`config.mk`:
```
export PLATFORM = sky130hd
export DESIGN_NAME = spike_event_fifo
export DESIGN_NICKNAME = d
export VERILOG_FILES = /design/src/rtl/spike_event_fifo.sv
export SDC_FILE = /design/constraint.sdc
export NUM_CORES = 1
export LEC_CHECK = 0
export CORE_ASPECT_RATIO = 1.5
export CORE_MARGIN = 2
export CORE_UTILIZATION = 45
export DETAILED_ROUTE_END_ITERATION = 6
export PLACE_DENSITY_LB_ADDON = 0.25
export SYNTH_ARGS = -nofsm -noshare
export SYNTH_HDL_FRONTEND = slang
export SYNTH_SLANG_ARGS = --single-unit
export TNS_END_PERCENT = 5
```
`constraint.sdc`:
```
create_clock -name clk -period 2.9 [get_ports clk]
set_input_delay 0.58 -clock clk [delete_from_list [all_inputs] [get_ports clk]]
set_output_delay 0.58 -clock clk [all_outputs]
set_load 0.005 [all_outputs]
```
`src/rtl/spike_event_fifo.sv`:
```
// Serialises each captured spike vector into {timestamp, neuron index} events
// and queues them in a first-word-fall-through FIFO with loss counters.
module spike_event_fifo #(
   parameter int NUM_OUTPUTS = 1,
   parameter int DEPTH       = 64,
   parameter int TS_WIDTH    = 16,
   parameter int IDX_WIDTH   = 16
) (
   input  logic                          clk,
   input  logic                          rst,
   input  logic                          en,
   input  logic [NUM_OUTPUTS-1:0]        spike_in,
   input  logic [31:0]                   sim_time_in,
   input  logic                          rd_en,
   output logic [TS_WIDTH+IDX_WIDTH-1:0] rd_data,
   output logic                          rd_valid,
   output logic [$clog2(DEPTH):0]        count,
   output logic                          full,
   output logic [31:0]                   drop_cnt,
   output logic [31:0]                   overrun_cnt,
   output logic                          busy
);

   localparam int PTR_W = $clog2(DEPTH);
   localparam int CNT_W = PTR_W + 1;
   localparam int DW    = TS_WIDTH + IDX_WIDTH;

   typedef enum logic {IDLE, SCAN} state_t;

   state_t                 state_q;
   logic [NUM_OUTPUTS-1:0] scan_vec_q, scan_vec_d;
   logic [TS_WIDTH-1:0]    scan_ts_q;
   logic [DW-1:0]          mem_q [DEPTH];
   logic [PTR_W-1:0]       wr_ptr_q, rd_ptr_q;
   logic [CNT_W-1:0]       count_q;
   logic [31:0]            drop_q, overrun_q;
   logic [IDX_WIDTH-1:0]   low_idx;
   logic                   spike_any, push, pop_ok, push_ok;
   logic                   unused_time;

   assign unused_time = ^sim_time_in;

   // Lowest set bit of the scan vector; x & (x-1) clears exactly that bit.
   always_comb begin
      low_idx = '0;
      for (int unsigned i = NUM_OUTPUTS; i > 0; i--) begin
         if (scan_vec_q[i-1]) low_idx = IDX_WIDTH'(i - 1);
      end
      scan_vec_d = scan_vec_q & (scan_vec_q - NUM_OUTPUTS'(1));
   end

   assign spike_any = |spike_in;
   assign push      = (state_q == SCAN);
   assign pop_ok    = rd_en && (count_q != '0);
   assign push_ok   = push && ((count_q != CNT_W'(DEPTH)) || pop_ok);

   always_ff @(posedge clk) begin
      if (rst) begin
         state_q    <= IDLE;
         scan_vec_q <= '0;
         scan_ts_q  <= '0;
         overrun_q  <= '0;
      end else begin
         case (state_q)
            IDLE: begin
               if (en && spike_any) begin
                  scan_vec_q <= spike_in;
                  scan_ts_q  <= sim_time_in[TS_WIDTH-1:0];
                  state_q    <= SCAN;
               end
            end
            SCAN: begin
               scan_vec_q <= scan_vec_d;
               if (scan_vec_d == '0) state_q <= IDLE;
               if (en && spike_any && (overrun_q != '1)) overrun_q <= overrun_q + 32'd1;
            end
            default: state_q <= IDLE;
         endcase
      end
   end

   always_ff @(posedge clk) begin
      if (rst) begin
         wr_ptr_q <= '0;
         rd_ptr_q <= '0;
         count_q  <= '0;
         drop_q   <= '0;
      end else begin
         if (push_ok) wr_ptr_q <= wr_ptr_q + PTR_W'(1);
         if (pop_ok)  rd_ptr_q <= rd_ptr_q + PTR_W'(1);
         count_q <= count_q + CNT_W'(push_ok) - CNT_W'(pop_ok);
         if (push && !push_ok && (drop_q != '1)) drop_q <= drop_q + 32'd1;
      end
   end

   always_ff @(posedge clk) begin
      if (!rst && push_ok) mem_q[wr_ptr_q] <= {scan_ts_q, low_idx};
   end

   assign rd_valid    = (count_q != '0);
   assign rd_data     = rd_valid ? mem_q[rd_ptr_q] : '0;
   assign count       = count_q;
   assign full        = (count_q == CNT_W'(DEPTH));
   assign drop_cnt    = drop_q;
   assign overrun_cnt = overrun_q;
   assign busy        = (state_q == SCAN);

endmodule

```
### Yosys cells after proc, flatten, opt, wreduce, memory -nomap -nowiden

Memory sizes are Yosys's and may differ from the RTL's. A register that Yosys moved wholly into a read port is not among the register bits.
Index checks and enable logic that the tools add are counted.

| word-level totals | value |
|---|---|
| RAM bits | 1024 |
| register bits | 101 |
| word-level logic and storage cells | 46 |
| input port bits | 37 |
| memories kept | 1 |
| output and inout bits | 106 |

Memories:

| memory | depth | bits a word | rd ports | clocked after Yosys merged registers in | write ports | RTL line | text |
|---|---|---|---|---|---|---|---|
| mem_q | 64 | 16 | 1 | 1 | 1 | 33 | `logic [DW-1:0] mem_q [DEPTH];` |

| cells by class | value |
|---|---|
| add/sub/neg operators | 7 |
| reduce and logical (&&, ||, !) cells | 13 |
| muxes and demuxes | 10 |
| eq/ne operators | 5 |
| bitwise logic cells | 2 |

Operators with widths:

| operator | count |
|---|---|
| adder 32 x 1 -> 32 bit, second input constant | 2 |
| inequality test 32 bit, second input constant | 2 |
| 2-to-1 mux 32 bit | 1 |
| adder 6 x 1 -> 6 bit, second input constant | 2 |
| 2-to-1 mux 6 bit | 2 |
| adder 7 x 1 -> 7 bit | 1 |
| == test 7 bit, second input constant | 1 |
| logical AND 1 bit | 7 |
| inequality test 7 bit, second input constant | 1 |
| nonzero test 7 bit | 1 |
| subtractor 7 x 1 -> 7 bit | 1 |
| 2-to-1 mux 1 bit | 5 |
| one-hot mux 1 bit (2 select lines) | 2 |
| AND reduction 2 bit | 2 |
| zero test 1 bit | 2 |
| inequality test 2 bit, second input constant | 1 |
| bitwise AND 1 bit | 1 |
| logical OR 1 bit | 1 |
| NOT 1 bit | 1 |
| subtractor 1 bit, second input constant | 1 |

### Depth between registers and ports, before layout

| depth | value |
|---|---|
| depth after elaboration | 7 |
| mapped depth | 16 |
| depth with buffers taken out | 16 |

### Worst setup path before layout

No wires, ideal clock.

| timing | value |
|---|---|
| path type | register to register |
| from | reg count_q[2] (netlist: count[2]) |
| to | reg count_q[6] (netlist: count[6]) |
| setup time | 132 ps |
| clock period less this slack | 3059 ps |
| required time | 2768 ps |
| arrival | 2927 ps |
| path slack | -159 ps |
| stages on the path, launching flop included | 17 |
| cells stage by stage | dfxtp_1 -> inv_1 -> ha_1 -> and4bb_2 -> nor2b_1 -> nor2_1 -> ha_1 -> inv_1 -> ha_1 -> inv_1 -> fa_1 -> nand2b_1 -> a21oi_1 -> o21ai_0 -> a21oi_1 -> or3_1 -> a21oi_1 |

| on the way | value |
|---|---|
| word-level cells in the longest chain between the ends | 6 |
| elaborated cells between the ends (all ways) | 7 |
| classes of those cells | add/sub (2); eq/ne (1); reduce/logical (4) |

RTL lines:

| what | RTL line | text |
|---|---|---|
| start: declaration | 35 | `logic [CNT_W-1:0] count_q;` |
| start signal: assignment | 91 | `count_q <= count_q + CNT_W'(push_ok) - CNT_W'(pop_ok);` |
| nonzero test 7 bit | 54 | `assign pop_ok = rd_en && (count_q != '0);` |
| logical AND 1 bit | 54 |  |
| logical OR 1 bit | 55 | `assign push_ok = push && ((count_q != CNT_W'(DEPTH)) \|\| pop_ok);` |
| logical AND 1 bit | 55 |  |
| adder 7 x 1 -> 7 bit | 91 |  |
| subtractor 7 x 1 -> 7 bit (*) | 91 |  |

Every way passes the cells marked *; elsewhere a longest branch is shown, timed or not.
A chain may end at the register's enable or synchronous reset.

==> impl_metrics.env <==
export IMPL_status="finished, violations left"
export IMPL_violations="negative setup slack"
export IMPL_p_leak_nw=16.6
export IMPL_grt_pass1_vias=24887
export IMPL_p_sw_mw=9.45
export IMPL_peakVddDrop_v=0.000545
export IMPL_final_setup_skew_ps=26.1
export IMPL_netSwitchingFraction_pct=24.6
export IMPL_synthesis_area_um2=44100
export IMPL_post_route_worst_setup_slack_ps=-722
export IMPL_ys_seq_area_share_pct=74.6
export IMPL_synth_top_area_share_pct=69.7
export IMPL_drt_pass1_iter_count=5
export IMPL_initial_core_util_pct=45.4
export IMPL_slew_viol_final=0
export IMPL_drc=0
export IMPL_cts_buffers=102
export IMPL_antenna_found_initial=3
export IMPL_cts_root_buf="clkbuf_16"
export IMPL_grt_max_degree=68
export IMPL_p_per_area_nw_per_um2=705
export IMPL_internal_power_mw=28.9
export IMPL_path_cells="buf_12 -> buf_4 -> mux4_2 -> mux2i_4 -> a221oi_2 -> buf_4 -> a22o_1 -> dlygate4sd2_1"
export IMPL_finalCritPeriodShare_pct=125
export IMPL_crit_path_end_kind="output port"
export IMPL_path_clk_slew_ps=60
export IMPL_rsz0062_at_grt="yes"
export IMPL_avgSynthCellArea_um2=18.9
export IMPL_hold_class="input pin to flip-flop"
export IMPL_fmax_mhz=276
export IMPL_combPwrFrac_pct=19.3
export IMPL_tightest_slew_ps=1110
export IMPL_dpl_instance_area_um2=49700
export IMPL_cap_viol_max_count=0
export IMPL_synth_compound_area_share_pct=3.17
export IMPL_nNetsFinal=2852
export IMPL_grt_overflow_total=0
export IMPL_critPathMaxStageDelay_ps=520
export IMPL_synthMuxAreaShare_pct=14.6
export IMPL_insertion_delay_ps=710
export IMPL_critPathLaunchType="flip-flop"
export IMPL_io_pins=143
export IMPL_synthFlopType="edfxtp_1"
export IMPL_drt_initial_drc_count=2077
export IMPL_synth_edf_count=1024
export IMPL_die_x_um=260
export IMPL_grt_pass1_wl_mm=167
export IMPL_yosys_area_top_type="edfxtp_1"
export IMPL_timing_worst_setup_path_type="flip-flop to output port"
export IMPL_synth_top_family_by_area="multiplexers"
export IMPL_tritoncts="built"
export IMPL_ys_seq_elements=1130
export IMPL_fp_dieH_um=387
export IMPL_final_common_cell="edfxtp_1"
export IMPL_synth_area_leaders="edfxtp_1 70%, mux4_2 12%, dfxtp_1 4.8%, mux2i_1 2.7%, nor2_1 1.3%"
export IMPL_routedWlPerCell_um=27.5
export IMPL_clockPowerShare_pct=33.9
export IMPL_diodes=0
export IMPL_ant_nets=0
export IMPL_fin_cells=4155
export IMPL_htree_levels=3
export IMPL_portBuffers=110
export IMPL_crit_arrival_ps=3040
export IMPL_pwr_share_seq_pct=46.8
export IMPL_synth_simple_area_share_pct=4.38
export IMPL_finalHoldViolCount=0
export IMPL_required_ps=2320
export IMPL_synthAdderAreaFrac_pct=0.414
export IMPL_drive_gt1_share_pct=31.0
export IMPL_dp_cells=3914
export IMPL_cp_max_fo=9
export IMPL_place_congestion=0.853
export IMPL_cpMostUsedCell="buf_4"
export IMPL_yosys_area_share_xor_xnor_pct=1.29
export IMPL_vias=23919
export IMPL_slew_headroom_pct=25.7
export IMPL_dp_hpwl_mm=72.7
export IMPL_yosysWarningCount=0
export IMPL_ys_async_sr_fraction_pct=0
export IMPL_routed_wl_mm=114
export IMPL_fin_crit_ps=3620
export IMPL_grtUsageTotal_pct=22.9
export IMPL_rows=140
export IMPL_syn2layout_area_growth_pct=23.3
export IMPL_final_area_um2=54400
export IMPL_setup_violations=17
export IMPL_avgViaCountPerCell=5.76
export IMPL_cpMaxStageDelayCell="mux4_2"
export IMPL_cts_buffer_depth=3
export IMPL_synthDistinctLibCells=57
export IMPL_final_cell_mix="1,024 x edfxtp_1, 229 x mux4_2, 225 x buf_4"
export IMPL_core_um2=97000
export IMPL_syn_inst=2337
export IMPL_die_area_um2=101000
export IMPL_clock_sinks=1130
-- per-stage QoR --
stage               hold WS, ps  power, mW  utilization [%]  worst slack [ps]  setup TNS [ps]
global route                412       39.5             56.0              -776          -11540
CTS                         381       38.4             55.8              -794          -11710
floorplan                   483       21.7                -              9.74               0
detailed placement          446       24.4             51.2              -818          -11580
finish                      427       38.3             56.0              -722          -10110
global placement            448       24.3             51.2              -800          -10700
-- critical path, delay by kind of cell, from the launching register on --
| family | cells | cell delay [ps] |
|---|---|---|
| DFF | 1 | 370 |
| buffers and inverters | 4 | 780 |
| muxes | 2 | 790 |
| AOI/OAI and AO/OA | 2 | 380 |
-- final timing paths --
kind	start	to	slack (ps)	depth (start not counted)
setup reg to reg	count[4]$_SDFF_PP0_	count[6]$_SDFF_PP0_	-50	17
hold reg to reg	scan_ts_q[10]$_SDFFE_PP0P_	scan_ts_q[10]$_SDFFE_PP0P_	450	2
hold / removal	rst	wr_ptr_q[5]$_SDFFE_PP0P_	430	3
setup / recovery	flip-flop	rd_data[18]	-720	8
-- layout make-up --
class                   count  area, µm²
flip-flops and latches   1130      32900
well taps                1278       1600
multi-input cells        1078      11300
clock buffers             128       2680
clock inverters            52        475
fillers                  7325      42700
inverters                  20       75.1
repair buffers            469       5370
-- kinds of logic (layout without fill, tap and decap cells) --
| group | count (synthesis) | count (layout) |
|---|---|---|
| xor gates and xnor gates | 65 | 65 |
| other | 1 | 16 |
| AOI/OAI and AO/OA | 217 | 217 |
| DFF | 1130 | 1130 |
| muxes | 357 | 357 |
| and+or+nand+nor | 409 | 409 |
| buffers and inverters | 144 | 669 |
| adders and majority gates | 14 | 14 |
-- per-layer routing --
| layer | vias up | global-route usage, % | wire (µm) |
|---|---|---|---|
| met5 | - | 0 | 12 |
| met4 | 2 | 9.26 | 4420 |
| met3 | 178 | 3.68 | 6980 |
| met2 | 849 | 39.9 | 59400 |
| met1 | 12574 | 28.3 | 43600 |
| li1 | 10316 | - | - |
-- power by group through the flow --
stage	Clock, mW	Combinational (mW)	Sequential [mW]
final	13.0	7.38	17.9
after global routing	13.8	7.77	17.9
after CTS	13.2	7.25	17.9
after detailed placement	0	6.06	18.3
after global placement	0	5.99	18.3
after floorplan	0	3.40	18.3
-- synthesized netlist by cell type, types with 22 or more instances --
master / number
a21oi_1: 68
buf_2: 47
buf_4: 22
clkbuf_1: 44
dfxtp_1: 106
edfxtp_1: 1024
mux2i_1: 117
mux4_2: 229
nand2_1: 100
nand3_1: 37
nand4_1: 28
nor2_1: 156
o21ai_0: 38
o22ai_1: 27
xnor2_1: 24
xor2_1: 41
-- what timing repair did --
action                     4_1_cts  5_1_grt
pin swaps                       34       18
gates cloned                     8        1
buffers inserted                47       11
hold buffers                     0        0
setup endpoints to repair       19       20
resized for setup              207       48
-- state kept, by name (all words and copies together), names as in the netlist, named ones only --
signal / cells
busy: 1
count: 7
drop_cnt: 32
mem_q: 1024
overrun_cnt: 32
rd_ptr_q: 6
scan_ts_q: 16
wr_ptr_q: 6
No activity file was read; power rests on OpenSTA's default activity.
